## config.mk

```make
export PLATFORM = sky130hd
export DESIGN_NAME = full_subtractor_hs
export DESIGN_NICKNAME = d
export VERILOG_FILES = /design/src/rtl/fs_pkg.sv /design/src/rtl/half_subtractor.sv /design/src/rtl/full_subtractor_hs.sv
export SDC_FILE = /design/constraint.sdc
export NUM_CORES = 1
export LEC_CHECK = 0
export ABC_AREA = 1
export ABC_CLOCK_PERIOD_IN_PS = 1400
export CORE_AREA = 2 2 39 41
export DETAILED_ROUTE_END_ITERATION = 6
export DIE_AREA = 0 0 41 43
export PLACE_DENSITY = 0.4
export RECOVER_POWER = 50
export SLEW_MARGIN = 20
export SYNTH_ARGS = -nofsm -noshare
export SYNTH_HDL_FRONTEND = slang
export SYNTH_SLANG_ARGS = --single-unit
```

## constraint.sdc

```tcl
create_clock -name clk -period 1.4 [get_ports clk]
set_input_delay 0.21 -clock clk [delete_from_list [all_inputs] [get_ports clk]]
set_output_delay 0.21 -clock clk [all_outputs]
set_load 0.1 [all_outputs]
```

## src/rtl/fs_pkg.sv

```systemverilog
// Shared constants for the registered ripple-borrow subtractor.
package fs_pkg;

    localparam int FS_DEFAULT_WIDTH = 1;

    // Per-bit reset value of the difference register, replicated to WIDTH at use.
    localparam logic FS_DIFF_RST_BIT = 1'b0;

endpackage

```

## src/rtl/half_subtractor.sv

```systemverilog
// Single-bit half subtractor: d = x - y, bo is the borrow out.
module half_subtractor (
    input  logic x,
    input  logic y,
    output logic d,
    output logic bo
);

    assign d  = x ^ y;
    assign bo = ~x & y;

endmodule

```

## src/rtl/full_subtractor_hs.sv

```systemverilog
// Registered ripple-borrow subtractor, diff = a - b - bin, one cycle latency.
// Optional zero flag output enabled by FS_ZERO_FLAG_EN.
module full_subtractor_hs
    import fs_pkg::*;
#(
    parameter int WIDTH = FS_DEFAULT_WIDTH
) (
    input  logic             clk,
    input  logic             rst,
    input  logic             in_valid,
    input  logic [WIDTH-1:0] a,
    input  logic [WIDTH-1:0] b,
    input  logic             bin,
    output logic             out_valid,
    output logic [WIDTH-1:0] diff,
    output logic             bout
`ifdef FS_ZERO_FLAG_EN
    ,
    output logic             zero
`endif
);

    // Handshake: operands are taken on every rising edge where in_valid=1;
    // there is no ready, so a new operand set may arrive every cycle.
    // out_valid pulses for exactly the cycle after acceptance, and diff/bout
    // keep their last value while out_valid=0.

    logic [WIDTH:0]   borrow;
    logic [WIDTH-1:0] d1;
    logic [WIDTH-1:0] b1;
    logic [WIDTH-1:0] b2;
    logic [WIDTH-1:0] diff_next;

    assign borrow[0] = bin;

    for (genvar gi = 0; gi < WIDTH; gi++) begin : g_bit
        half_subtractor u_hs1 (
            .x  (a[gi]),
            .y  (b[gi]),
            .d  (d1[gi]),
            .bo (b1[gi])
        );

        half_subtractor u_hs2 (
            .x  (d1[gi]),
            .y  (borrow[gi]),
            .d  (diff_next[gi]),
            .bo (b2[gi])
        );

        assign borrow[gi+1] = b1[gi] | b2[gi];
    end

    always_ff @(posedge clk) begin
        if (rst) begin
            out_valid <= 1'b0;
        end else begin
            out_valid <= in_valid;
        end
    end

    // Result registers only load on accepted operands, so idle cycles do not toggle them.
    always_ff @(posedge clk) begin
        if (rst) begin
            diff <= {WIDTH{FS_DIFF_RST_BIT}};
            bout <= 1'b0;
        end else if (in_valid) begin
            diff <= diff_next;
            bout <= borrow[WIDTH];
        end
    end

`ifdef FS_ZERO_FLAG_EN
    always_ff @(posedge clk) begin
        if (rst) begin
            zero <= 1'b0;
        end else if (in_valid) begin
            zero <= (diff_next == '0);
        end
    end
`endif

endmodule

```

==> summary.md, run 1 <==
| Metric | Value |
|---|---|
| Die width | 41 µm |
| Avg Cell Area, Syn | 7.368 µm² |
| Gr usage total | 0.05015 |
| Die Y | 43 µm |
| Critical Path Start Type | input port |
| DR iter-0 viols | 1 |
| Fraction of layout cells with a size suffix above 1 | 0.2000 |
| Worst slew margin | 0.6420 |
| Max Freq | 806.6 MHz |
| Rows | 14 |
| RSZ-0062 raised after global routing | no |
| Pre-Repair DR Iteration Count | 2 |
| Clk_lat worst skew | 0.23 ns |
| Core area | 1384 µm² |
| Status | finished clean |
| Gr ovfl total | 0 |
| Maximum fanout along the worst path | 1 |
| Setup_tns | 0 ns |
| Synth Instances | 18 |
| Place WS | -0.08594 ns |
| Endpoints failing setup | 0 |
| Worst path required time | 1.57 ns |
| PnR Total Power | 0.3402 mW |
| Largest area contributor in the netlist | dfxtp_1 |
| Vias in the first global route | 128 |
| Hold Path Class | flop to flop |
| Global-route wire length before repair | 476 µm |
| Worst-path clk slew | 0.04 ns |
| Hold_buf cts | 0 |
| Max cap viols | 0 |
| CTS Buf Count | 3 |
| Number of H-tree levels | 1 |
| Clock skew | 0 ns |
| Top FF cell, synth | dfxtp_1 |
| Worst path arrival time | 1.41 ns |
| Register bit total from synthesis | 3 |
| Count of pins over their slew limit | 0 |
| CTS sink count | 3 |
| EDFF count, synth | 0 |
| Starting density of the core | 0.09584 |
| Period utilization | 0.8856 |
| Fin nets | 38 |
| Yosys warns | 0 |
| Largest net degree at the start of global routing | 6 |
| Crit path time final | 1.240 ns |
| Setup Crit Path Kind | input port to flop |
| Slack of the critical path | 0.1602 ns |
| Worst Tran Pin Value | 0.5393 ns |
| DR vias/cell | 2.935 |
| Worst setup EP type | flop |
| Synth top cells by count | 5 x inv_1, 5 x nor2_1, 4 x nand2_1 |
| Post-Syn Nets | 25 |
| Via count | 135 |
| Detail Placement HPWL | 234.2 µm |
| Synth Cell Area | 132.6 µm² |
| Initial antenna violation count | 0 |
| Resize count post-CTS | 0 |
| Root Buffer | clkbuf_4 |
| CTS tree | built |
| Synth async-reset ratio | 0 |
| GP Congestion | 0.5907 |
| Final Hold Slack | 0.4685 ns |
| Die area | 1763 µm² |
| Total wire length | 307 µm |
| Antenna Nets Post-Route | 0 |
| Number of diodes | 0 |
| Maximum clock path buffer count | 2 |
| Port Buffers | 8 |
| DRC | 0 |
| Pwr per Cell Area | 1314 nW/µm² |
| Peak supply drop | 0.3727 mV |
| Synth area leaders | dfxtp_1 45%, fa_1 15%, inv_1 14%, nor2_1 14%, nand2_1 11% |
| Leakage | 0.1321 nW |
| Sequential share of the synthesized area | 0.4528 |
| Top-level port count | 9 |
| WL/cell | 6.674 µm |
| Post-CTS Setup Inserts | 0 |
| Fin. Hold Viols | 0 |
| Area growth syn-to-layout | 95.28% |
| Post-synth top area share | 0.4528 |
| Netlist cell types | 5 |
==> through the flow <==
stage | util | std cells | area (µm²)
2_1_floorplan | - | 18 | 132.6
3_3_place_gp | 0.1899 | 42 | 262.8
6_report | 0.1872 | 46 | 259.0
5_1_grt | 0.1872 | 46 | 259.0
3_5_place_dp | 0.1899 | 42 | 262.8
4_1_cts | 0.2089 | 46 | 289.0
==> worst paths after layout <==
kind                       endpoint              start  slack, ns  cells past startpoint
hold / removal    diff$_SDFFE_PP0P_  diff$_SDFFE_PP0P_       0.47                      2
setup / recovery  diff$_SDFFE_PP0P_                  b       0.16                      7
hold reg to reg   diff$_SDFFE_PP0P_  diff$_SDFFE_PP0P_       0.47                      2
setup reg to reg  bout$_SDFFE_PP0P_  bout$_SDFFE_PP0P_       0.81                      2
==> cell type report <==
cell class	count	area [µm²]
repair buffers	8	80.08
flip-flops and latches	3	60.06
fillers	160	1125
well taps	16	20.02
multi-input cells	10	53.80
inverters	5	18.77
clock buffers	4	26.28
==> routing by layer <==
metal / GRT usage / wire, µm / share of wire
met5: 0 / 0 / 0
met4: 0.02000 / 0 / 0
met3: 0.09948 / 74 / 0.24
met2: 0.04063 / 81 / 0.26
met1: 0.04808 / 152 / 0.50
==> power by group <==
| part | internal, mW | switching, mW |
|---|---|---|
| Clock | 0.107 | 0.0463 |
| Sequential | 0.0923 | 0.00378 |
| Combinational | 0.0297 | 0.0613 |
| Total | 0.229 | 0.111 |
==> critical path: stages <==
cell and delay, ns:
clkdlybuf4s50_1 0.45, inv_1 0.05, fa_1 0.50, inv_1 0.04
nand2_1 0.04, nand2_1 0.04, nor2_1 0.07
==> state kept, by name, summed over array words and instances, names as in the netlist <==
| register | flops |
|---|---|
| diff | 1 |
| bout | 1 |
| out_valid | 1 |
==> layout by cell type, fill, tap and decap left out, drive strengths merged <==
cell type,n
nor2,5
dlygate4sd3,1
inv,5
dfxtp,3
nand2,4
clkbuf,6
fa,1
clkdlybuf4s50,4
buf,1
==> kinds of logic after synthesis <==
kind of cell / after synthesis / share of synthesized area
AND/OR/NAND/NOR: 9 / 0.2547
buffers and inverters: 5 / 0.1415
flip-flops: 3 / 0.4528
adder cells (fa/ha/maj): 1 / 0.1509
Power figures use the tool's default switching activity.
==> inputs of run 2 (changes only) <==
Settings changed: GPL_TIMING_DRIVEN set to 1, SETUP_SLACK_MARGIN set to 0.02.
==> results of run 2 <==
No change in the layout: final DEF, timing and power equal those of run 1.
==> inputs of run 3 (changes only) <==
Settings changed: ABC_CLOCK_PERIOD_IN_PS 1400 to 1300.
Clock period 1.4 ns to 1.3 ns, I/O delays scaled along.
==> run 3 against run 2 <==
Effect of this change:
- sequential share of layout area is 0.65 points lower
- core utilization is 0.54 points higher
- first-iteration DRC count stayed put
- worst setup slack worse by 0.069 ns
- clock skew stayed put
- clock power is 8% higher
- cell count stayed put
- sequential power is 7% higher
- critical path depth is 1 lower
- non-clock buffer count stayed put
- die area stayed put
- combinational power is 8.7% higher
- largest power group unchanged
==> summary.md, run 3 (synthesis gave the netlist of run 1 again) <==
| Metric | Value |
|---|---|
| Status | finished clean |
| Global-route wire length before repair | 476 µm (unchanged) |
| Worst setup EP type | flop |
| Endpoints failing setup | 0 (unchanged) |
| Setup Crit Path Kind | input port to flop |
| Non-Filler Instances | 46 (unchanged) |
| Fill cells | 161 (+0.63%) |
| DRC | 0 (unchanged) |
| Design area | 266.5 µm² (+2.9%) |
| Die Y | 43 µm (unchanged) |
| Commonest cells after routing, fill and taps aside | 5 x nor2_1, 4 x inv_1, 4 x nand2_1, 4 x clkbuf_4, 3 x dfxtp_1 |
| DR iter-0 viols | 1 (unchanged) |
| Vias in the first global route | 128 (unchanged) |
| Largest regs | bout (1), diff (1), out_valid (1) |
| Starting density of the core | 0.09584 (unchanged) |
| CTS Buf Count | 3 (unchanged) |
| Placed cells | 42 (unchanged) |
| Largest net degree at the start of global routing | 6 (unchanged) |
| Post-CTS Setup Inserts | 0 (unchanged) |
| DR vias/cell | 2.978 (+1.5%) |
| Clk_lat worst skew | 0.23 ns (about the same) |
| Hold_buf cts | 0 (unchanged) |
| WL/cell | 6.739 µm (+0.98%) |
| Clock skew | 0 ns (unchanged) |
| Slack of the critical path | 0.09125 ns (-0.06890 ns) |
| Period utilization | 0.9298 |
| Detail Placement HPWL | 234.2 µm (unchanged) |
| Worst slew margin | 0.6794 (+0.03737) |
| CTS tree | built |
| Crit path time final | 1.209 ns |
| Reg area | 60.06 µm² (unchanged) |
| Worst path required time | 1.47 ns (-0.10 ns) |
| Setup_tns | 0 ns (unchanged) |
| CTS sink count | 3 (unchanged) |
| Core area | 1384 µm² (unchanged) |
| Max Freq | 827.3 MHz |
| Placed cell areas | 262.8 µm² (unchanged) |
| Initial antenna violation count | 0 (unchanged) |
| Fin nets | 38 (unchanged) |
| Resize count post-CTS | 0 (unchanged) |
| Number of H-tree levels | 1 (unchanged) |
| Leakage | 0.1497 nW (+13%) |
| Pre-Repair DR Iteration Count | 2 (unchanged) |
| Max cap viols | 0 (unchanged) |
| RSZ-0062 raised after global routing | no |
| Fin util | 0.1926 (+0.005425) |
| Top-level port count | 9 (unchanged) |
| Worst path arrival time | 1.38 ns (-0.03 ns) |
| Area growth syn-to-layout | 100.9% |
| Peak supply drop | 0.4012 mV (+7.6%) |
| Fraction of layout cells with a size suffix above 1 | 0.2333 (+0.03333) |
| Number of diodes | 0 (unchanged) |
| Die width | 41 µm (unchanged) |
| Count of pins over their slew limit | 0 (unchanged) |
| Final Hold Slack | 0.4631 ns (-0.005420 ns) |
| GP Congestion | 0.5907 (unchanged) |
| Worst-path clk slew | 0.04 ns (about the same) |
| Worst Tran Pin Value | 0.4843 ns (-0.05501 ns) |
| Maximum fanout along the worst path | 1 (unchanged) |
| Gr ovfl total | 0 (unchanged) |
| Pwr per Cell Area | 1378 nW/µm² (+4.9%) |
| Maximum clock path buffer count | 2 (unchanged) |
| Root Buffer | clkbuf_4 |
| Rows | 14 (unchanged) |
| Hold Path Class | flop to flop |
| Die area | 1763 µm² (unchanged) |
| Fin. Hold Viols | 0 (unchanged) |
| PnR Total Power | 0.3672 mW (+7.9%) |
| Antenna Nets Post-Route | 0 (unchanged) |
| Port Buffers | 8 (unchanged) |
| Gr usage total | 0.05015 (unchanged) |
| Via count | 137 (+1.5%) |
| Total wire length | 310 µm (+0.98%) |
| Place WS | -0.1709 ns (-0.08500 ns) |
| Critical Path Start Type | input port |
| Multi-input combinational cell area | 53.80 µm² (unchanged) |
| Commonest non-fill, non-tap cell in the layout | nor2_1 |
run 3: cell count changes in the layout (fill, tap and decap cells not counted), sizes merged:
cell           before  now
buf                 1    2
clkdlybuf4s50       4    2
dlymetal6s2s        0    2
clkbuf              6    5
run 3: critical path: stages:
cell             delay, ns
clkdlybuf4s50_1       0.43
fa_1                  0.55
inv_1                 0.04
nand2_1               0.04
nand2_1               0.04
nor2_1                0.08
run 3: final cells by class:
type | count | area share
Sequential cell | 3 | 0.2254
Timing Repair Buffer | 8 | 0.3286
Multi-Input combinational cell | 10 | 0.2019
Clock buffer | 4 | 0.09859
Inverter | 5 | 0.07042
Tap cell | 16 | 0.07512
run 3: routing by layer:
layer / up-vias / wire length [µm] / GRT usage
li1: 73 / - / -
met1: 56 / 152 / 0.04808
met2: 8 / 85 / 0.04063
met3: 0 / 73 / 0.09948
met4: 0 / 0 / 0.02000
met5: - / 0 / 0
run 3: final timing paths:
path                     startpoint  slack (ns)                end  cells after the start
hold reg to reg   diff$_SDFFE_PP0P_        0.46  diff$_SDFFE_PP0P_                      2
setup / recovery                  a        0.09  diff$_SDFFE_PP0P_                      6
setup reg to reg  bout$_SDFFE_PP0P_        0.71  bout$_SDFFE_PP0P_                      2
hold / removal    diff$_SDFFE_PP0P_        0.46  diff$_SDFFE_PP0P_                      2
run 3: power breakdown:
part           switching, mW  leakage (nW)  internal, mW
registers            0.00400        0.0250        0.0993
clock network         0.0499        0.0150         0.115
logic                 0.0663         0.110        0.0326
total                  0.120         0.150         0.247
